**src/rtl/mc14500_pc_seq_pkg.sv**
```systemverilog
// mc14500_pkg: shared types and helpers for the MC14500 program sequencer.
//   pc_state_e - sequencer state (RUN / SKIP / HALT); 2'd3 is illegal and
//                recovers to RUN.
//   sp_width   - stack-pointer width for a given number of stack entries.
//   depth_width- width of a counter that holds 0..entries inclusive.
package mc14500_pkg;

    typedef enum logic [1:0] {
        ST_RUN  = 2'd0,
        ST_SKIP = 2'd1,
        ST_HALT = 2'd2
    } pc_state_e;

    // Pointer into a power-of-two circular buffer; never narrower than 1 bit.
    function automatic int sp_width(input int entries);
        return (entries <= 2) ? 1 : $clog2(entries);
    endfunction

    function automatic int depth_width(input int entries);
        return $clog2(entries + 1);
    endfunction

endpackage

```
**src/rtl/mc14500_pc_seq_if.sv**
```systemverilog
// mc14500_pc_seq_if: flag/operand inputs and status outputs of the sequencer.
//   master - drives latched ICU flags, resume and jump target; observes status.
//   slave  - the sequencer: consumes flags, produces pc/skip/halted/depth/stack_err.
interface mc14500_pc_seq_if #(
    parameter int ADDR_W      = 8,
    parameter int STACK_DEPTH = 4
);
    localparam int DW = $clog2(STACK_DEPTH + 1);

    logic              jmp;
    logic              rtn;
    logic              flg0;
    logic              flgf;
    logic              resume;
    logic [ADDR_W-1:0] target;
    logic [ADDR_W-1:0] pc;
    logic              skip;
    logic              halted;
    logic [DW-1:0]     depth;
    logic              stack_err;

    modport master (
        output jmp, rtn, flg0, flgf, resume, target,
        input  pc, skip, halted, depth, stack_err
    );

    modport slave (
        input  jmp, rtn, flg0, flgf, resume, target,
        output pc, skip, halted, depth, stack_err
    );
endinterface

```
**src/rtl/mc14500_pc_seq_ret_stack.sv**
```systemverilog
// mc14500_ret_stack: circular return-address LIFO.
//   clk1, rstb1     - clock, async active-low reset (clears depth/pointer/err)
//   push_i, data_i  - push data_i; when full the oldest entry is overwritten
//   pop_i           - pop top entry (ignored when empty)
//   top_o           - current top-of-stack value (valid when depth_o != 0)
//   depth_o         - number of valid entries
//   err_o           - sticky overflow flag, cleared only by reset
// push_i and pop_i are never asserted together by the sequencer.
module mc14500_ret_stack
    import mc14500_pkg::*;
#(
    parameter int ADDR_W      = 8,
    parameter int STACK_DEPTH = 4
) (
    input  logic                               clk1,
    input  logic                               rstb1,
    input  logic                               push_i,
    input  logic                               pop_i,
    input  logic [ADDR_W-1:0]                  data_i,
    output logic [ADDR_W-1:0]                  top_o,
    output logic [depth_width(STACK_DEPTH)-1:0] depth_o,
    output logic                               err_o
);
    localparam int SPW = sp_width(STACK_DEPTH);
    localparam int DW  = depth_width(STACK_DEPTH);

    logic [ADDR_W-1:0] mem_q [STACK_DEPTH];
    logic [SPW-1:0]    sp_q;     // next write slot
    logic [DW-1:0]     depth_q;
    logic              err_q;
    logic              full;

    assign full = (depth_q == DW'(STACK_DEPTH));

    // When full, sp_q already points at the oldest entry, so a plain write
    // there both overwrites the oldest and keeps the ring consistent.
    always_ff @(posedge clk1 or negedge rstb1) begin
        if (!rstb1) begin
            sp_q    <= '0;
            depth_q <= '0;
            err_q   <= 1'b0;
        end else if (push_i) begin
            sp_q <= sp_q + SPW'(1);
            if (full) err_q   <= 1'b1;
            else      depth_q <= depth_q + DW'(1);
        end else if (pop_i && depth_q != '0) begin
            sp_q    <= sp_q - SPW'(1);
            depth_q <= depth_q - DW'(1);
        end
    end

    // Storage carries no reset; contents are don't-care until pushed.
    always_ff @(posedge clk1) begin
        if (push_i) mem_q[sp_q] <= data_i;
    end

    assign top_o   = mem_q[sp_q - SPW'(1)];
    assign depth_o = depth_q;
    assign err_o   = err_q;

endmodule

```
**src/rtl/mc14500_pc_seq.sv**
```systemverilog
// mc14500_pc_seq: MC14500 program sequencer with return-address stack.
//   clk1, rstb1 - clock, async active-low reset
//   bus (slave) - jmp/rtn/flg0/flgf/resume/target in;
//                 pc/skip/halted/depth/stack_err out (all registered)
// RUN priority: call (jmp&flg0) > jump > return > empty-return skip > +1.
// flgf additionally sends RUN to HALT after the pc update.
module mc14500_pc_seq
    import mc14500_pkg::*;
#(
    parameter int              ADDR_W      = 8,
    parameter int              STACK_DEPTH = 4,
    parameter logic [ADDR_W-1:0] RESET_VEC = '0
) (
    input  logic             clk1,
    input  logic             rstb1,
    mc14500_pc_seq_if.slave  bus
);
    localparam int DW = depth_width(STACK_DEPTH);

    pc_state_e         state_q, state_d;
    logic [ADDR_W-1:0] pc_q, pc_d, pc_inc, stk_top;
    logic [DW-1:0]     stk_depth;
    logic              stk_err, push, pop;

    assign pc_inc = pc_q + ADDR_W'(1);   // wraps silently

    mc14500_ret_stack #(.ADDR_W(ADDR_W), .STACK_DEPTH(STACK_DEPTH)) u_stack (
        .clk1    (clk1),
        .rstb1   (rstb1),
        .push_i  (push),
        .pop_i   (pop),
        .data_i  (pc_inc),
        .top_o   (stk_top),
        .depth_o (stk_depth),
        .err_o   (stk_err)
    );

    always_ff @(posedge clk1 or negedge rstb1) begin
        if (!rstb1) begin
            state_q <= ST_RUN;
            pc_q    <= RESET_VEC;
        end else begin
            state_q <= state_d;
            pc_q    <= pc_d;
        end
    end

    always_comb begin
        state_d = state_q;
        pc_d    = pc_q;
        push    = 1'b0;
        pop     = 1'b0;
        case (state_q)
            ST_RUN: begin
                if (bus.jmp && bus.flg0) begin
                    push = 1'b1;
                    pc_d = bus.target;
                end else if (bus.jmp) begin
                    pc_d = bus.target;
                end else if (bus.rtn && stk_depth != '0) begin
                    pop  = 1'b1;
                    pc_d = stk_top;
                end else if (bus.rtn) begin
                    pc_d    = pc_inc;
                    state_d = ST_SKIP;
                end else begin
                    pc_d = pc_inc;
                end
                // Halt overrides a pending skip.
                if (bus.flgf) state_d = ST_HALT;
            end
            // Flags here belong to the suppressed instruction.
            ST_SKIP: begin
                pc_d    = pc_inc;
                state_d = ST_RUN;
            end
            // pc holds on the resume edge; counting restarts next edge.
            ST_HALT: begin
                if (bus.resume) state_d = ST_RUN;
            end
            default: state_d = ST_RUN;
        endcase
    end

    always_comb begin
        bus.pc        = pc_q;
        bus.skip      = (state_q == ST_SKIP);
        bus.halted    = (state_q == ST_HALT);
        bus.depth     = stk_depth;
        bus.stack_err = stk_err;
    end

endmodule
```
**src/flat_wrapper.sv**
```systemverilog
// flat-port wrapper written by rule: the top's interface ports become plain ports
module mc14500_pc_seq_flat import mc14500_pkg::*;
#(
    parameter int              ADDR_W      = 8,
    parameter int              STACK_DEPTH = 4,
    parameter logic [ADDR_W-1:0] RESET_VEC = '0
)
  (clk1, rstb1, bus_jmp, bus_rtn, bus_flg0, bus_flgf, bus_resume, bus_target, bus_pc, bus_skip, bus_halted, bus_depth, bus_stack_err);
  mc14500_pc_seq_if #(.ADDR_W(ADDR_W), .STACK_DEPTH(STACK_DEPTH)) bus_i ();
  input  logic clk1;
  input  logic rstb1;
  input wire logic [$bits(bus_i.jmp)-1:0] bus_jmp;
  input wire logic [$bits(bus_i.rtn)-1:0] bus_rtn;
  input wire logic [$bits(bus_i.flg0)-1:0] bus_flg0;
  input wire logic [$bits(bus_i.flgf)-1:0] bus_flgf;
  input wire logic [$bits(bus_i.resume)-1:0] bus_resume;
  input wire logic [$bits(bus_i.target)-1:0] bus_target;
  output wire logic [$bits(bus_i.pc)-1:0] bus_pc;
  output wire logic [$bits(bus_i.skip)-1:0] bus_skip;
  output wire logic [$bits(bus_i.halted)-1:0] bus_halted;
  output wire logic [$bits(bus_i.depth)-1:0] bus_depth;
  output wire logic [$bits(bus_i.stack_err)-1:0] bus_stack_err;
  assign bus_i.jmp = bus_jmp;
  assign bus_i.rtn = bus_rtn;
  assign bus_i.flg0 = bus_flg0;
  assign bus_i.flgf = bus_flgf;
  assign bus_i.resume = bus_resume;
  assign bus_i.target = bus_target;
  assign bus_pc = bus_i.pc;
  assign bus_skip = bus_i.skip;
  assign bus_halted = bus_i.halted;
  assign bus_depth = bus_i.depth;
  assign bus_stack_err = bus_i.stack_err;
  mc14500_pc_seq #(.ADDR_W(ADDR_W), .STACK_DEPTH(STACK_DEPTH), .RESET_VEC(RESET_VEC)) u_core (.clk1(clk1), .rstb1(rstb1), .bus(bus_i));
endmodule
```
**config.mk**
```make
export PLATFORM = sky130hd
export DESIGN_NAME = mc14500_pc_seq_flat
export DESIGN_NICKNAME = d
export VERILOG_FILES = /design/src/rtl/mc14500_pc_seq_pkg.sv /design/src/rtl/mc14500_pc_seq_if.sv /design/src/rtl/mc14500_pc_seq_ret_stack.sv /design/src/rtl/mc14500_pc_seq.sv /design/src/flat_wrapper.sv
export SDC_FILE = /design/constraint.sdc
export NUM_CORES = 1
export LEC_CHECK = 0
export ABC_AREA = 1
export BUFFER_PORTS_ARGS = -buffer_cell sky130_fd_sc_hd__buf_2
export CAP_MARGIN = 20
export CORE_ASPECT_RATIO = 2
export CORE_MARGIN = 2
export CORE_UTILIZATION = 35
export CTS_BUF_LIST = sky130_fd_sc_hd__clkbuf_4 sky130_fd_sc_hd__clkbuf_8
export DETAILED_ROUTE_END_ITERATION = 8
export HOLD_SLACK_MARGIN = 0.08
export PLACE_DENSITY = 0.5
export SLEW_MARGIN = 20
export SYNTH_ARGS = -nofsm -noshare
export SYNTH_HDL_FRONTEND = slang
export SYNTH_HIERARCHICAL = 1
export SYNTH_SLANG_ARGS = --single-unit
```
**constraint.sdc**
```tcl
create_clock -name clk1 -period 1.9 [get_ports clk1]
set_input_delay 0.38 -clock clk1 [delete_from_list [all_inputs] [get_ports clk1]]
set_output_delay 0.38 -clock clk1 [all_outputs]
set_load 0.005 [all_outputs]
```
==> results.sh <==
export IMPL_yosys_warnings=6
export IMPL_die_area_um2=8337
export IMPL_yosysSeqAreaShare_pct=51.30
export IMPL_clockBufferDepth=2
export IMPL_worst_slack_ps=110.3
export IMPL_die_width_um=65.57
export IMPL_hpwlAfterDp_um=4372
export IMPL_place_port_buffers=28
export IMPL_vias=1957
export IMPL_viasPerCell=4.750
export IMPL_clkTransAtPathRegs_ps=100
export IMPL_grt_max_degree=20
export IMPL_drt_initial_drc_count=123
export IMPL_ctsHtreeMaxLevel=2
export IMPL_hold_start="bus_flgf"
export IMPL_grt_overflow_total=0
export IMPL_antenna_cells=0
export IMPL_rsz0062_at_grt="no"
export IMPL_syn_nets=302
export IMPL_fin_tns_setup_ps=0
export IMPL_maxCapViolCount=0
export IMPL_wire_per_inst_um=14.62
export IMPL_crit_top_cell="nand2_1"
export IMPL_cts_num_sinks=48
export IMPL_r2r_end="u_core/u_stack/depth_o[2]"
export IMPL_synth_area_leader_cell="edfxtp_1"
export IMPL_start_util_pct=35.44
export IMPL_finalHoldViolCount=0
export IMPL_postSynthCellCount=281
export IMPL_dr_pass1_iters=4
export IMPL_run_status="complete, no violations"
export IMPL_cp_end_kind="flop"
export IMPL_place_gp_congestion=0.7398
export IMPL_fmax_ghz=0.5587
export IMPL_worstSetupPathType="reg2reg"
export IMPL_reg2reg_slack_ps=110
export IMPL_min_period_over_period_pct=94.20
export IMPL_hold_path_class="in2reg"
export IMPL_cp_start_kind="flop"
export IMPL_tritoncts="built"
export IMPL_arrival_ps=2030
export IMPL_reg2reg_depth=10
export IMPL_synth_top_cells_by_area="edfxtp_1, dfrtp_1, nand2_1"
export IMPL_pre_cts_ws_ps=70.08
export IMPL_ant_nets=0
export IMPL_worst_path_largest_cell_delay_ps=450
export IMPL_synth_avg_cell_area_um2=9.444
export IMPL_fp_dieH_um=127.1
export IMPL_cts_buffers=5
export IMPL_maxSlewHeadroom_pct=72.19
export IMPL_crit_chain="inv_2 -> nand2_4 -> nor2_2 -> buf_12 -> inv_8 -> fa_1 -> nand3b_1 -> nand2_1 -> nand2_1 -> nand2_1"
export IMPL_power_density_nw_per_um2=1564
export IMPL_r2r_start="u_core/state_q[0]"
export IMPL_synthDistinctLibCells=32
export IMPL_mappedNetlistArea_um2=2654
export IMPL_antenna_found_initial=0
export IMPL_ys_ff_latch=48
export IMPL_nets=338
export IMPL_drv_slew=0
export IMPL_clk_latency_ps=310
export IMPL_area_growth_pct=14.90
export IMPL_worst_slew_pin_slew_ps=417.1
export IMPL_p_leak_nw=1.384
export IMPL_cp_required_ps=2140
export IMPL_synth_top_area_share_pct=36.21
export IMPL_cp_slowest_cell="dfrtp_1"
export IMPL_drt_total_wl_um=6024
export IMPL_cts_root_buf="clkbuf_8"
export IMPL_grt_pass1_vias=1931
export IMPL_grt_usage_pct=15.76
export IMPL_vdd_drop_max_v=0.0007347
export IMPL_min_path_cells=4
export IMPL_crit_family="simple AND/OR/NAND/NOR gates"
export IMPL_drive_gt1_share_pct=28.30
export IMPL_rows=45
export IMPL_core_area_um2=7488
export IMPL_critPathBufInv=3
export IMPL_cts_setup_buffers=0
export IMPL_worstHoldEndpoint="u_core/state_q[0]"
export IMPL_grt_pass1_wl_um=9853
export IMPL_ios=29
export IMPL_fin_skew_ps=15.61
export IMPL_drcViolationCount=0
export IMPL_period_minus_slack_ps=1790
export IMPL_critPathMaxFanout=8
export IMPL_setup_viol=0
==> per-layer routing <==
layer  wire length, um  GRT usage [%]  vias up
met5                 0              0        -
met4                91          5.147        0
met3               179          2.641        5
met2              3244          27.91       43
met1              2509          19.04      922
li1                  -              -      987
==> cells in the mapped netlist (all sizes together) <==
cell    number
nand2       75
nor2        39
inv         37
edfxtp      32
nand3       27
o21ai       19
dfrtp       16
buf          8
o22ai        8
ha           5
nand4        4
nand3b       2
o21bai       2
a22o         1
a22oi        1
clkinv       1
fa           1
nor3         1
nor4         1
xnor2        1
==> area by class of cell <==
cell class                 instances  area [um^2]
tap                               94        117.6
clock buffer                       5        68.82
sequential                        48         1361
inverter                          38        170.2
fill                             764         4439
clock inverter                     3        68.82
timing repair buffer              37        222.7
multi-input combinational        187         1040
==> layout by cell type (no fill, tap or decap), drive strengths merged <==
| cell type | instances |
|---|---|
| dlygate4sd3 | 1 |
| ha | 5 |
| nand3 | 27 |
| o22ai | 8 |
| a22oi | 1 |
| nand4 | 4 |
| nand3b | 2 |
| buf | 36 |
| xnor2 | 1 |
| clkinv | 1 |
| bufinv | 2 |
| o21ai | 19 |
| nor3 | 1 |
| fa | 1 |
| nand2 | 75 |
| nor4 | 1 |
| inv | 38 |
| clkbuf | 5 |
| o21bai | 2 |
| nor2 | 39 |
| dfrtp | 16 |
| a22o | 1 |
| edfxtp | 32 |
==> flip-flops by register name, summed over array words and instances, names as in the netlist <==
register,flops
u_core/u_stack/mem_q,32
u_core/bus.pc,8
u_core/u_stack/depth_o,3
u_core/state_q,2
u_core/u_stack/sp_q,2
u_core/u_stack/err_o,1
==> what timing repair did <==
action	4_1_cts	5_1_grt
hold buffers	1	0
endpoints found under the setup margin	0	1
gates resized for setup	0	1
endpoints found under the hold margin	16	0
==> worst max-delay path by stage <==
stage                           startpoint                        end  cells past startpoint
global route             u_core/state_q[0]  u_core/u_stack/depth_o[2]                     10
finish                   u_core/state_q[0]  u_core/u_stack/depth_o[2]                     10
global placement         u_core/state_q[0]  u_core/u_stack/depth_o[2]                     10
floorplan           u_core/u_stack/sp_q[0]           u_core/bus.pc[2]                     12
CTS                      u_core/state_q[0]  u_core/u_stack/depth_o[2]                     10
detailed placement       u_core/state_q[0]  u_core/u_stack/depth_o[2]                     10
==> cells by family (layout without fill, tap and decap cells) <==
family,after synthesis,in the layout,synth area share [%]
AND/OR/NAND/NOR,149,149,26.92
flip-flops,48,48,51.30
buffers and inverters,46,83,9.618
AO/OA/AOI/OAI,31,31,8.722
adder cells (fa/ha/maj),6,6,3.112
XOR/XNOR,1,1,0.3301
==> worst register-to-register path, delay by kind of cell, from the launching register on <==
kind	cells	cell delay (ps)
AND/OR/NAND/NOR	6	520
adder cells (fa/ha/maj)	1	420
flip-flops	1	450
buffers and inverters	3	330
==> where the power goes <==
group          internal (mW)  switching [mW]
sequential              1.46           0.260
clock                  0.529           0.355
combinational          0.797            1.36
==> metrics by stage <==
stage               instance area [um^2]  utilization, %  total power, mW  cells  hold slack, ps
floorplan                           2654               -            3.278    281           84.41
global placement                    2899           38.71            3.908    403           328.5
detailed placement                  2899           38.71            3.936    403           338.7
CTS                                 3047           40.69            4.851    412           290.6
global route                        3049           40.72            5.164    412           315.9
finish                              3049           40.72            4.770    412           305.6
Note: power is estimated with default switching activity, not from simulation.
